<file path="src/rtl/seq_muldiv.sv">
// Iterative MULTU/MULT/DIVU/DIV unit, one bit per cycle, results on hi/lo.
// Optional feature: define MULDIV_EARLY_OUT_EN to let multiplies leave CALC early.
module seq_muldiv #(
  parameter int N = 32
) (
  input  logic         clk,
  input  logic         rst,
  input  logic         start,
  input  logic [1:0]   op,
  input  logic [N-1:0] operand_a,
  input  logic [N-1:0] operand_b,
  output logic [N-1:0] hi,
  output logic [N-1:0] lo,
  output logic         busy,
  output logic         done,
  output logic         div_by_zero
);

  typedef enum logic [1:0] {S_IDLE, S_CALC, S_FIX, S_DONE} state_t;
  localparam int CW = $clog2(N+1);

  state_t          state_q, state_d;
  logic [CW-1:0]   cnt_q, cnt_d;
  logic            is_div_q, is_div_d;
  logic            neg_q_q, neg_q_d;   // sign of product / quotient
  logic            neg_r_q, neg_r_d;   // sign of remainder
  logic [N-1:0]    a_raw_q, a_raw_d;
  logic [N-1:0]    b_q, b_d;
  logic [2*N-1:0]  mc_q, mc_d;
  logic [2*N-1:0]  acc_q, acc_d;       // mul: product; div: {remainder, dividend/quotient}
  logic [N-1:0]    hi_q, hi_d, lo_q, lo_d;
  logic            dz_q, dz_d;

  logic            a_neg, b_neg, calc_end, ge;
  logic [N-1:0]    a_mag, b_mag, rem_new;
  logic [N:0]      r_sh;
  logic [2*N-1:0]  prod_fix;

`ifdef MULDIV_EARLY_OUT_EN
  // Multiplies stop once no multiplier bits remain to be consumed.
  assign calc_end = (cnt_q == CW'(N)) || (!is_div_q && (b_q == '0));
`else
  assign calc_end = (cnt_q == CW'(N));
`endif

  assign a_neg = op[0] & operand_a[N-1];
  assign b_neg = op[0] & operand_b[N-1];
  assign a_mag = a_neg ? (~operand_a + 1'b1) : operand_a;
  assign b_mag = b_neg ? (~operand_b + 1'b1) : operand_b;

  // Restoring step: shift next dividend bit into the partial remainder.
  assign r_sh    = {acc_q[2*N-1:N], acc_q[N-1]};
  assign ge      = (r_sh >= {1'b0, b_q});
  assign rem_new = ge ? (r_sh[N-1:0] - b_q) : r_sh[N-1:0];
  assign prod_fix = neg_q_q ? (~acc_q + 1'b1) : acc_q;

  always_comb begin
    state_d  = state_q;
    cnt_d    = cnt_q;
    is_div_d = is_div_q;
    neg_q_d  = neg_q_q;
    neg_r_d  = neg_r_q;
    a_raw_d  = a_raw_q;
    b_d      = b_q;
    mc_d     = mc_q;
    acc_d    = acc_q;
    hi_d     = hi_q;
    lo_d     = lo_q;
    dz_d     = dz_q;
    case (state_q)
      S_IDLE, S_DONE: begin
        if (start) begin
          state_d  = S_CALC;
          cnt_d    = '0;
          is_div_d = op[1];
          neg_q_d  = a_neg ^ b_neg;
          neg_r_d  = a_neg;
          a_raw_d  = operand_a;
          b_d      = b_mag;
          mc_d     = {{N{1'b0}}, a_mag};
          acc_d    = op[1] ? {{N{1'b0}}, a_mag} : '0;
          dz_d     = 1'b0;
        end else begin
          state_d = S_IDLE;
        end
      end
      S_CALC: begin
        if (calc_end) begin
          state_d = S_FIX;
        end else begin
          cnt_d = cnt_q + 1'b1;
          if (is_div_q) begin
            acc_d = {rem_new, acc_q[N-2:0], ge};
          end else begin
            if (b_q[0]) acc_d = acc_q + mc_q;
            mc_d = mc_q << 1;
            b_d  = b_q >> 1;
          end
        end
      end
      S_FIX: begin
        state_d = S_DONE;
        if (!is_div_q) begin
          {hi_d, lo_d} = prod_fix;
        end else if (b_q == '0) begin
          dz_d = 1'b1;
          lo_d = '1;
          hi_d = a_raw_q;
        end else begin
          lo_d = neg_q_q ? (~acc_q[N-1:0] + 1'b1) : acc_q[N-1:0];
          hi_d = neg_r_q ? (~acc_q[2*N-1:N] + 1'b1) : acc_q[2*N-1:N];
        end
      end
      default: state_d = S_IDLE;
    endcase
  end

  always_ff @(posedge clk or negedge rst) begin
    if (!rst) begin
      state_q  <= S_IDLE;
      cnt_q    <= '0;
      is_div_q <= 1'b0;
      neg_q_q  <= 1'b0;
      neg_r_q  <= 1'b0;
      a_raw_q  <= '0;
      b_q      <= '0;
      mc_q     <= '0;
      acc_q    <= '0;
      hi_q     <= '0;
      lo_q     <= '0;
      dz_q     <= 1'b0;
    end else begin
      state_q  <= state_d;
      cnt_q    <= cnt_d;
      is_div_q <= is_div_d;
      neg_q_q  <= neg_q_d;
      neg_r_q  <= neg_r_d;
      a_raw_q  <= a_raw_d;
      b_q      <= b_d;
      mc_q     <= mc_d;
      acc_q    <= acc_d;
      hi_q     <= hi_d;
      lo_q     <= lo_d;
      dz_q     <= dz_d;
    end
  end

  assign hi          = hi_q;
  assign lo          = lo_q;
  assign div_by_zero = dz_q;
  assign busy        = (state_q == S_CALC) || (state_q == S_FIX);
  assign done        = (state_q == S_DONE);

endmodule
</file>
<file path="config.mk">
export PLATFORM = sky130hd
export DESIGN_NAME = seq_muldiv
export DESIGN_NICKNAME = d
export VERILOG_FILES = /design/src/rtl/seq_muldiv.sv
export SDC_FILE = /design/constraint.sdc
export NUM_CORES = 1
export LEC_CHECK = 0
export ABC_CLOCK_PERIOD_IN_PS = 8650
export CAP_MARGIN = 20
export CORE_MARGIN = 8
export CORE_UTILIZATION = 50
export DETAILED_ROUTE_END_ITERATION = 7
export PLACE_DENSITY = 0.69
export RECOVER_POWER = 100
export SYNTH_ARGS = -nofsm -noshare
export SYNTH_HDL_FRONTEND = slang
export SYNTH_SLANG_ARGS = --single-unit
</file>
<file path="constraint.sdc">
create_clock -name clk -period 8.65 [get_ports clk]
set_input_delay 0.865 -clock clk [delete_from_list [all_inputs] [get_ports clk]]
set_output_delay 0.865 -clock clk [all_outputs]
set_load 0.005 [all_outputs]
</file>
==> metrics.txt <==
status finished with violations; failing checks capacitance limit, slew limit; Post-Route WL slightly above 70000 um; initial drt markers 1915; htree depth 2; vias in the first global route between 15000 and 20000; number of flops mapped to enable cells by yosys 0; period utilisation layout approximately 62%; clock period minus worst slack 5.41 ns; Post-Syn Nets 2732; Port Buffer Count 135; Netlist cell types 78; critical path arrival 5.86 ns; vias after detailed routing 19800; largest net degree at the start of global routing 170; multi-input logic area 0.0130 mm2; Post-CTS Resized 0; CTS root buf clkbuf_16; CTS sink count 268; Detailed Routing Iterations Pass 1 8; Nets 2745; Post-synth ARST share 100%; Syn Inst Count between 2000 and 3000; global route overflow 0; hold_ws about 0.33 ns; register area share after synthesis 32.4%; measured slew at the worst slew-check pin 4.33 ns; clk buf depth 3; Rel. slew slack -189%; die height 219 um; Final Non-Filler Cells ~3100; PD cells 430 mW/mm2; number of synthesized register bits 268; Synth Flop Type dfrtp_1; critical path class input port to register; Netlist Area Pre-Place 0.0207 mm2; clk_lat worst skew 0.56 ns; final setup vio count 0; RePlAce Congestion 0.977; Worst EP required 9.11 ns; Yosys top cell area share 32.4%; final slew viol count between 200 and 300; Hold Fails Final Rpt 0; DP HPWL 54900 um; Clk pin slew, worst setup/hold paths ~0.06 ns; Max Cap Violations 3; row count 74; detailed-route DRC error count 0; TritonCTS clock tree yes; flip-flop and latch area around 0.0067 mm2; Hold-fix buffers, CTS 0; CP Capture Type register; Ports 136; vias per std cell 6.32; initial antenna violation count 0; share of post-route cells with drive strength above 1 5.28%; Core ar. around 0.041 mm2; die width 219 um; first-pass GRT wire length 111000 um; crit path launch type input port; Layout Area Growth over Synthesis 12.7%; Cells after DPL 3065; Routed wire per std cell 23.1 um; Die Area ~0.048 mm2; initial core utilization 50.6%; post-route setup TNS 0 ns; Post-CTS Setup Inserts 0; total track usage between 20% and 30%; Num CTS Buffers 35; CP max FO 64; fill count between 3000 and 4000; maximum vdd ir drop 0.000225 V; Yosys top cell by area dfrtp_1; Worst Skew 0.0302 ns; ranking of synthesized cells by area dfrtp_1, o21ai_0, ha_1, a21oi_1, nand2_1; Worst Hold Class input port to async pin; Synth warnings 0; Pleak 10.1 nW; Max Fclk 185 MHz; Final Power 10.0 mW; Syn Area/Cell 8.09 um2; Post-DRT Antenna Nets 0; unrepaired setup endpoints after global routing no
## worst max-delay path, stage by stage
cell and delay [ns]:
dlygate4sd3_1 0.60, nand2_1 0.09, clkbuf_1 1.49, nor2_1 0.61, o22ai_1 1.05, buf_4 0.78
a22oi_1 0.23, o21ai_0 0.11
## metrics by stage
step	setup WS [ns]	utilization (%)	cell area [um2]
after floorplan	5.30	-	20700
after global placement	4.44	54.4	22200
after detailed placement	4.35	54.4	22200
after CTS	4.66	57.3	23400
after global routing	2.35	57.1	23300
final	3.24	57.1	23300
## placed cells by master, fill, tap and decap left out, types with 40 or more instances in the layout
cell             count
inv_1               75
xor2_1             118
xnor2_1            115
dfrtp_1            266
nand3_1             40
a21oi_1            244
clkdlybuf4s50_1     66
dlygate4sd3_1       68
a21o_1              51
ha_1               103
nor2_1             226
o21ai_0            264
nand2_1            291
## power breakdown
part | total (mW) | internal, mW | switching (mW)
combinational | 6.00 | 2.35 | 3.65
sequential | 2.54 | 1.78 | 0.764
clock | 1.47 | 0.870 | 0.598
## kinds of logic after synthesis
kind of cell	after synthesis	share of synthesized area (%)
AOI/OAI and AO/OA	851	25.8
xor gates and xnor gates	233	9.87
adders and majority gates	106	6.49
buffers and inverters	255	4.70
DFF	268	32.4
muxes	71	3.63
and+or+nand+nor	773	17.0
## state kept, by name (all words and copies together), names as in the netlist
register / flops
is_div_q: 1
lo: 32
cnt_q: 6
neg_q_q: 1
a_raw_q: 32
acc_q: 64
div_by_zero: 1
state_q: 2
b_q: 32
neg_r_q: 1
mc_q: 64
hi: 32
## cells in the mapped netlist (all sizes together) (4+ instances only)
cell      n
buf      19
dfrtp   268
mux2i    39
o211ai   21
o21bai   13
o221ai    7
or2      10
o41ai    19
o22a     25
o22ai     4
a22o     33
nor4     28
and2     12
nand2b   14
xor2    118
a21boi    7
and3     12
a31oi    24
nand4    37
inv      75
ha      104
o21ai   265
a22oi    12
nor3     36
or3      25
nor2    228
a211oi   10
nand3    40
nor2b     8
clkbuf  161
nor3b     4
o21a     19
mux2     32
a21o     51
xnor2   115
o31ai    27
or4      15
nand2   291
a221o    16
a21oi   245
a221oi   21
a222oi    6
## final cells by class
cell class	count	area share [%]
clock buffer	45	4.23
sequential	268	28.8
clock inverter	17	0.714
tap	532	2.86
timing repair buffer	156	6.44
multi-input combinational	2034	55.8
inverter	75	1.21
antenna	1	0.0107
## path summary, 6_finish.rpt
kind	start	end	slack (ns)	depth (start not counted)
hold / removal	rst	hi[24]	0.33	1
hold reg to reg	hi[23]	hi[23]	0.48	1
min in group clk	hi[23]	hi[23]	0.48	1
max in group asynchronous	rst	neg_q_q	3.44	2
setup reg to reg	state_q[0]	acc_q[54]	3.43	9
setup / recovery	start	acc_q[54]	3.24	8
## per-layer routing
layer	up-vias	GRT usage (%)	share of wire [%]
met3	148	6.83	9.8
met2	903	44.2	42
met1	9466	41.2	45
met4	0	10.4	3.4
met5	-	0	0
li1	9260	-	-
No activity file was read; power rests on OpenSTA's default activity.
